### src/rtl/pipe_stage_if.sv
// rtl/pipe_stage_if.sv - handshake bundle between a pipe_stage and its upstream/downstream neighbours.
interface pipe_stage_if #(
    parameter int DATA_W = 32
);
    logic              flush_i;
    logic              in_valid_i;
    logic              in_ready_o;
    logic [DATA_W-1:0] in_data_i;
    logic              out_valid_o;
    logic              out_ready_i;
    logic [DATA_W-1:0] out_data_o;
    logic [1:0]        occ_o;

    modport master (
        output flush_i, in_valid_i, in_data_i, out_ready_i,
        input  in_ready_o, out_valid_o, out_data_o, occ_o
    );

    modport slave (
        input  flush_i, in_valid_i, in_data_i, out_ready_i,
        output in_ready_o, out_valid_o, out_data_o, occ_o
    );
endinterface

### src/rtl/pipe_stage.sv
// rtl/pipe_stage.sv - registered valid/ready pipeline stage with flush.
// PIPE_STAGE_SKID_EN adds a skid entry and a fully registered in_ready_o.
module pipe_stage #(
    parameter int                DATA_W    = 32,
    parameter logic [DATA_W-1:0] NOP_VALUE = {DATA_W{1'b0}}
) (
    input  logic         clk,
    input  logic         rst,
    pipe_stage_if.slave  bus
);
    logic in_xfer;
    logic out_xfer;
    logic valid_q;

`ifdef PIPE_STAGE_SKID_EN
    typedef enum logic [1:0] {EMPTY = 2'd0, ONE = 2'd1, TWO = 2'd2} state_t;

    state_t            state_q, state_d;
    logic [DATA_W-1:0] main_q, main_d;
    logic [DATA_W-1:0] skid_q, skid_d;
    logic              ready_q;

    assign in_xfer  = bus.in_valid_i && ready_q && !bus.flush_i;
    assign out_xfer = valid_q && bus.out_ready_i;

    always_comb begin
        state_d = state_q;
        main_d  = main_q;
        skid_d  = skid_q;
        if (bus.flush_i) begin
            state_d = EMPTY;
            main_d  = NOP_VALUE;
            skid_d  = NOP_VALUE;
        end else begin
            case (state_q)
                EMPTY: if (in_xfer) begin
                    state_d = ONE;
                    main_d  = bus.in_data_i;
                end
                ONE: begin
                    if (in_xfer && out_xfer) begin
                        main_d = bus.in_data_i;
                    end else if (in_xfer) begin
                        state_d = TWO;
                        skid_d  = bus.in_data_i;
                    end else if (out_xfer) begin
                        state_d = EMPTY;
                        main_d  = NOP_VALUE;
                    end
                end
                TWO: if (out_xfer) begin
                    state_d = ONE;
                    main_d  = skid_q;
                    skid_d  = NOP_VALUE;
                end
                default: begin
                    state_d = EMPTY;
                    main_d  = NOP_VALUE;
                    skid_d  = NOP_VALUE;
                end
            endcase
        end
    end

    // valid and ready are registered copies of the next-state decode.
    always_ff @(posedge clk or posedge rst) begin
        if (rst) begin
            state_q <= EMPTY;
            main_q  <= NOP_VALUE;
            skid_q  <= NOP_VALUE;
            valid_q <= 1'b0;
            ready_q <= 1'b1;
        end else begin
            state_q <= state_d;
            main_q  <= main_d;
            skid_q  <= skid_d;
            valid_q <= (state_d != EMPTY);
            ready_q <= (state_d != TWO);
        end
    end

    assign bus.in_ready_o  = ready_q;
    assign bus.out_valid_o = valid_q;
    assign bus.out_data_o  = main_q;
    assign bus.occ_o       = state_q;
`else
    typedef enum logic {EMPTY = 1'b0, FULL = 1'b1} state_t;

    state_t            state_q, state_d;
    logic [DATA_W-1:0] data_q, data_d;
    logic              ready;

    // Ready looks through to downstream so a full stage still streams every cycle.
    assign ready    = !valid_q || bus.out_ready_i;
    assign in_xfer  = bus.in_valid_i && ready && !bus.flush_i;
    assign out_xfer = valid_q && bus.out_ready_i;

    always_comb begin
        state_d = state_q;
        data_d  = data_q;
        if (bus.flush_i) begin
            state_d = EMPTY;
            data_d  = NOP_VALUE;
        end else if (in_xfer) begin
            state_d = FULL;
            data_d  = bus.in_data_i;
        end else if (out_xfer) begin
            state_d = EMPTY;
            data_d  = NOP_VALUE;
        end
    end

    always_ff @(posedge clk or posedge rst) begin
        if (rst) begin
            state_q <= EMPTY;
            data_q  <= NOP_VALUE;
            valid_q <= 1'b0;
        end else begin
            state_q <= state_d;
            data_q  <= data_d;
            valid_q <= (state_d == FULL);
        end
    end

    assign bus.in_ready_o  = ready;
    assign bus.out_valid_o = valid_q;
    assign bus.out_data_o  = data_q;
    assign bus.occ_o       = {1'b0, (state_q == FULL)};
`endif
endmodule

### src/flat_wrapper.sv
// flat-port wrapper written by rule: the top's interface ports become plain ports
module pipe_stage_flat 
#(
    parameter int                DATA_W    = 32,
    parameter logic [DATA_W-1:0] NOP_VALUE = {DATA_W{1'b0}}
)
  (clk, rst, bus_flush_i, bus_in_valid_i, bus_in_data_i, bus_out_ready_i, bus_in_ready_o, bus_out_valid_o, bus_out_data_o, bus_occ_o);
  pipe_stage_if #(.DATA_W(DATA_W)) bus_i ();
  input  logic clk;
  input  logic rst;
  input wire logic [$bits(bus_i.flush_i)-1:0] bus_flush_i;
  input wire logic [$bits(bus_i.in_valid_i)-1:0] bus_in_valid_i;
  input wire logic [$bits(bus_i.in_data_i)-1:0] bus_in_data_i;
  input wire logic [$bits(bus_i.out_ready_i)-1:0] bus_out_ready_i;
  output wire logic [$bits(bus_i.in_ready_o)-1:0] bus_in_ready_o;
  output wire logic [$bits(bus_i.out_valid_o)-1:0] bus_out_valid_o;
  output wire logic [$bits(bus_i.out_data_o)-1:0] bus_out_data_o;
  output wire logic [$bits(bus_i.occ_o)-1:0] bus_occ_o;
  assign bus_i.flush_i = bus_flush_i;
  assign bus_i.in_valid_i = bus_in_valid_i;
  assign bus_i.in_data_i = bus_in_data_i;
  assign bus_i.out_ready_i = bus_out_ready_i;
  assign bus_in_ready_o = bus_i.in_ready_o;
  assign bus_out_valid_o = bus_i.out_valid_o;
  assign bus_out_data_o = bus_i.out_data_o;
  assign bus_occ_o = bus_i.occ_o;
  pipe_stage #(.DATA_W(DATA_W), .NOP_VALUE(NOP_VALUE)) u_core (.clk(clk), .rst(rst), .bus(bus_i));
endmodule
### config.mk
export PLATFORM = sky130hd
export DESIGN_NAME = pipe_stage_flat
export DESIGN_NICKNAME = d
export VERILOG_FILES = /design/src/rtl/pipe_stage_if.sv /design/src/rtl/pipe_stage.sv /design/src/flat_wrapper.sv
export SDC_FILE = /design/constraint.sdc
export NUM_CORES = 1
export LEC_CHECK = 0
export CAP_MARGIN = 20
export CORE_MARGIN = 4
export CORE_UTILIZATION = 45
export CTS_BUF_LIST = sky130_fd_sc_hd__clkbuf_8
export DETAILED_ROUTE_END_ITERATION = 10
export HOLD_SLACK_MARGIN = 0.08
export PLACE_DENSITY = 0.81
export SKIP_LAST_GASP = 1
export SYNTH_ARGS = -nofsm -noshare
export SYNTH_HDL_FRONTEND = slang
export SYNTH_SLANG_ARGS = --single-unit
### constraint.sdc
create_clock -name clk -period 2.4 [get_ports clk]
set_input_delay 0.48 -clock clk [delete_from_list [all_inputs] [get_ports clk]]
set_output_delay 0.48 -clock clk [all_outputs]
set_load 0.01 [all_outputs]
# Word-level counts from Yosys, hierarchy flattened
# Cells that the tools add are included.
# op_classes
eq_ne	0
mul	0
magnitude_cmp	0
n_bitwise	0
add_sub_neg	0
reduce_logical	7
n_mux	6
shift	0
n_div	0
# ops
cell	count
two-way mux 32 bit	3
logical AND 1 bit	3
two-way mux 1 bit	3
nonzero test 3 bit	1
zero test 1 bit	2
logical OR 1 bit	1
# totals
input_bits	37
word_cells	15
latchBits	0
ram_bits	0
memories	0
reg_bits	33
romBits	0

# Logic depth before layout (Yosys ltp)
# logic_depth
word_depth	6
mapped_depth	5
depth_no_buf	3

# Worst setup path before layout
# No wires, ideal clock.
# synth_timing
kind	flip-flop to output port
from	register u_core.valid_q, in the netlist u_core.bus.out_valid_o
to	output bus_in_ready_o
setup_slack_ns	1.012
arrival_time_ns	0.908
stages_incl_launch_ff	5
t_required_ns	1.920
cell_sequence	dfrtp_1 -> nor2b_4 -> buf_6 -> buf_12 -> inv_2
# synth_between
elab_chain_cells	2
# synth_lines
item	line_no	rtl
from (decl)	pipe_stage.sv:13	logic valid_q;
from (signal assigned)	pipe_stage.sv:121	valid_q <= (state_d == FULL);
zero test 1 bit	pipe_stage.sv:94	assign ready = !valid_q || bus.out_ready_i;
logical OR 1 bit	pipe_stage.sv:94	
to (decl)	flat_wrapper.sv:15	output wire logic [$bits(bus_i.in_ready_o)-1:0] bus_in_ready_o;
# Every way passes these cells.

# Worst setup path after layout
# layout_timing
from	input bus_out_ready_i
to	output bus_in_ready_o
# layout_between
elab_chain_cells	1
# layout_lines
item	line_no	rtl
from (decl)	flat_wrapper.sv:14	input wire logic [$bits(bus_i.out_ready_i)-1:0] bus_out_ready_i;
logical OR 1 bit	pipe_stage.sv:94	
# Every way passes these cells.

==> results by group <==
Synth
  – Synth Instances: approximately 160
  – Register area share after synthesis: approximately 43%
  – Synth Warn #: 0
  – Post-synthesis net count: approximately 190
  – Mapped Area: 1940 µm²
  – Mapped Avg Cell Area: between 10 and 15 µm²
  – Synth cell types: 15
  – #FFs+latches synth: 33

CTS
  – CTS Hold Buffers Added: 0
  – TritonCTS clock tree: built
  – Bufs on Longest Clock Path: 2
  – Clock slew at reported path FFs: 0.07 ns
  – Clock sink total: 33
  – H-tree lvl count: 2
  – Worst skew pair latency: 0.28 ns
  – CTS Buf Count: 5
  – CTS resizes: 0
  – Post-CTS Setup Repair Bufs: 0
  – CTS Root Cell: clkbuf_8

Worst hold path
  – Hold Crit Class: reg2reg
  – Hold path startpoint: u_core.bus.out_data_o[12]

Finish
  – P&R area growth vs syn: 38.7%
  – Layout cells sized above 1: 20.9%
  – Diodes inserted: 0
  – Final Net Count: roughly 260

Timing
  – Final period util: 89.3%
  – Fin. max-slew vios: 0
  – Hold Vio Cnt, Final: 0
  – Worst Max-Slew Pin Slew: just over 0.5 ns
  – Slew HR: approximately 66%
  – Fmax: ~0.47 GHz
  – Final Setup Violations: 0
  – Tmin final: between 2 and 2.5 ns
  – Clock skew: 0.00547 ns
  – TNS Setup: 0 ns
  – Hold WS: about 0.57 ns
  – Unrepaired setup endpoints after global routing: false

Drt
  – DR pass1 iterations: 4
  – # DRC: 0
  – Final ANT Viol Nets: 0
  – 1st-iter DRT viols: just under 80
  – Routed len/inst: 17.1 µm
  – Post-DR vias/cell: 5.32
  – WL final: 4610 µm
  – Via Count: 1,437

Die
  – I/O Pins: 73
  – Die height: 73.6 µm
  – Core ar.: around 4100 µm²
  – Initial Util: a little under half
  – Full die area: 5420 µm²
  – Number of cell rows: 23
  – Die width: 73.6 µm

Pwr
  – VDD IR max: between 0.3 and 0.4 mV
  – PD cells: between 500 and 600 nW/µm²
  – Leak: 1.02 nW
  – Final Power: 1.39 mW

Status
  – Status: complete, no violations

Global routing
  – Largest net degree at the start of global routing: between 60 and 70
  – Vias in the first global route: around 1,600
  – Congestion Overflow GR: 0
  – First-pass GRT wire length: between 7000 and 8000 µm
  – Gr usage total: 18.3%
  – Initial antenna violation count: 0

Setup path
  – Setup CP Type: in2out
  – Critical path capture point type: primary output
  – CP startpoint kind: primary input
  – Worst setup startpoint: bus_out_ready_i
  – CP cell instances: clkdlybuf4s50_1, nor2b_4, inv_2, clkdlybuf4s50_1
  – Worst Path Arrival: about 1.7 ns
  – Reg2reg start: u_core.bus.out_valid_o
  – Worst-path maximum fanout: 2
  – Critical Path RT: approximately 1.9 ns
  – CP peak stage delay: 0.53 ns
  – Worst path slowest cell: clkdlybuf4s50_1
  – Worst path most repeated cell: clkdlybuf4s50_1

Place
  – Port Buf Inserts: 71
  – GPL Wtd Cong: 0.725
  – DP HPWL: between 3000 and 4000 µm

Run
  – Max cap viols: 0
worst paths after layout:
| check | to | slack, ns | cells after the start |
|---|---|---|---|
| setup / recovery | bus_in_ready_o | 0.26 | 4 |
| hold / removal | u_core.bus.out_data_o[12] | 0.57 | 2 |
| setup reg to reg | u_core.bus.out_data_o[2] | 1.04 | 3 |
| hold reg to reg | u_core.bus.out_data_o[12] | 0.57 | 2 |
| max in group asynchronous | u_core.bus.out_data_o[25] | 1.50 | 3 |
| min in group asynchronous | u_core.bus.out_data_o[20] | 0.59 | 3 |
layer usage:
layer  GRT usage (%)  up-vias  share of wire, %
li1                -      670                 -
met1            24.4      706                42
met2            28.4       51                48
met3            5.88       10               7.1
met4            5.63        0               2.1
met5               0        -                 0
critical path: cells and delay by family:
kind | cells | cell delay, ns
buf+inv | 3 | 1.12
simple gates | 1 | 0.06
cell type report:
cell class / count / area [µm²]
clock buffer: 7 / 96.3
timing repair buffer: 76 / 748
inverter: 3 / 11.3
sequential: 33 / 826
fill: 301 / 1400
clock inverter: 1 / 5.00
multi-input combinational: 100 / 940
tap: 50 / 62.6
kinds of logic (layout without fill, tap and decap cells):
logic type	after synthesis	in the layout	synth area share, %
and+or+nand+nor	65	65	21.4
AOI/OAI and AO/OA	33	33	26.1
DFF	33	33	42.6
buffers and inverters	22	87	8.91
other	1	1	0.193
muxes	1	1	0.774
sequential cells by signal (all words and copies together), names as in the netlist:
name,flops
u_core.bus.out_valid_o,1
u_core.bus.out_data_o,32
per-stage QoR:
stage | setup WS, ns | std cells | util [%] | area [µm²]
2_1_floorplan | 1.01 | 155 | - | 1940
3_3_place_gp | 0.264 | 262 | 63.3 | 2590
3_5_place_dp | 0.258 | 262 | 63.3 | 2590
4_1_cts | 0.247 | 270 | 65.8 | 2690
5_1_grt | 0.210 | 270 | 65.8 | 2690
6_report | 0.257 | 270 | 65.8 | 2690
cell usage in the layout (no fill, tap or decap):
master,instances
a21oi_2,1
buf_4,5
clkbuf_8,7
clkdlybuf4s50_1,71
clkinv_2,1
conb_1,1
dfrtp_1,33
inv_1,2
inv_2,1
mux2_4,1
nand2b_1,64
nor2b_4,1
o32ai_1,3
o32ai_2,29
Yosys cell counts:
cell | number | area share (%)
mux2_4 | 1 | 0.77
clkbuf_1 | 6 | 1.2
inv_2 | 1 | 0.19
buf_12 | 3 | 3.1
buf_6 | 3 | 1.7
nor2b_4 | 1 | 0.71
o32ai_2 | 29 | 24
buf_2 | 3 | 0.77
inv_1 | 2 | 0.39
nand2b_1 | 64 | 21
dfrtp_1 | 33 | 43
conb_1 | 1 | 0.19
o32ai_1 | 3 | 1.4
buf_4 | 4 | 1.5
a21oi_2 | 1 | 0.45
report_power, final:
part           switching [mW]  internal, mW
Clock                   0.198         0.259
Sequential             0.0198         0.589
Combinational           0.140         0.182
No activity file was read; power rests on OpenSTA's default activity.
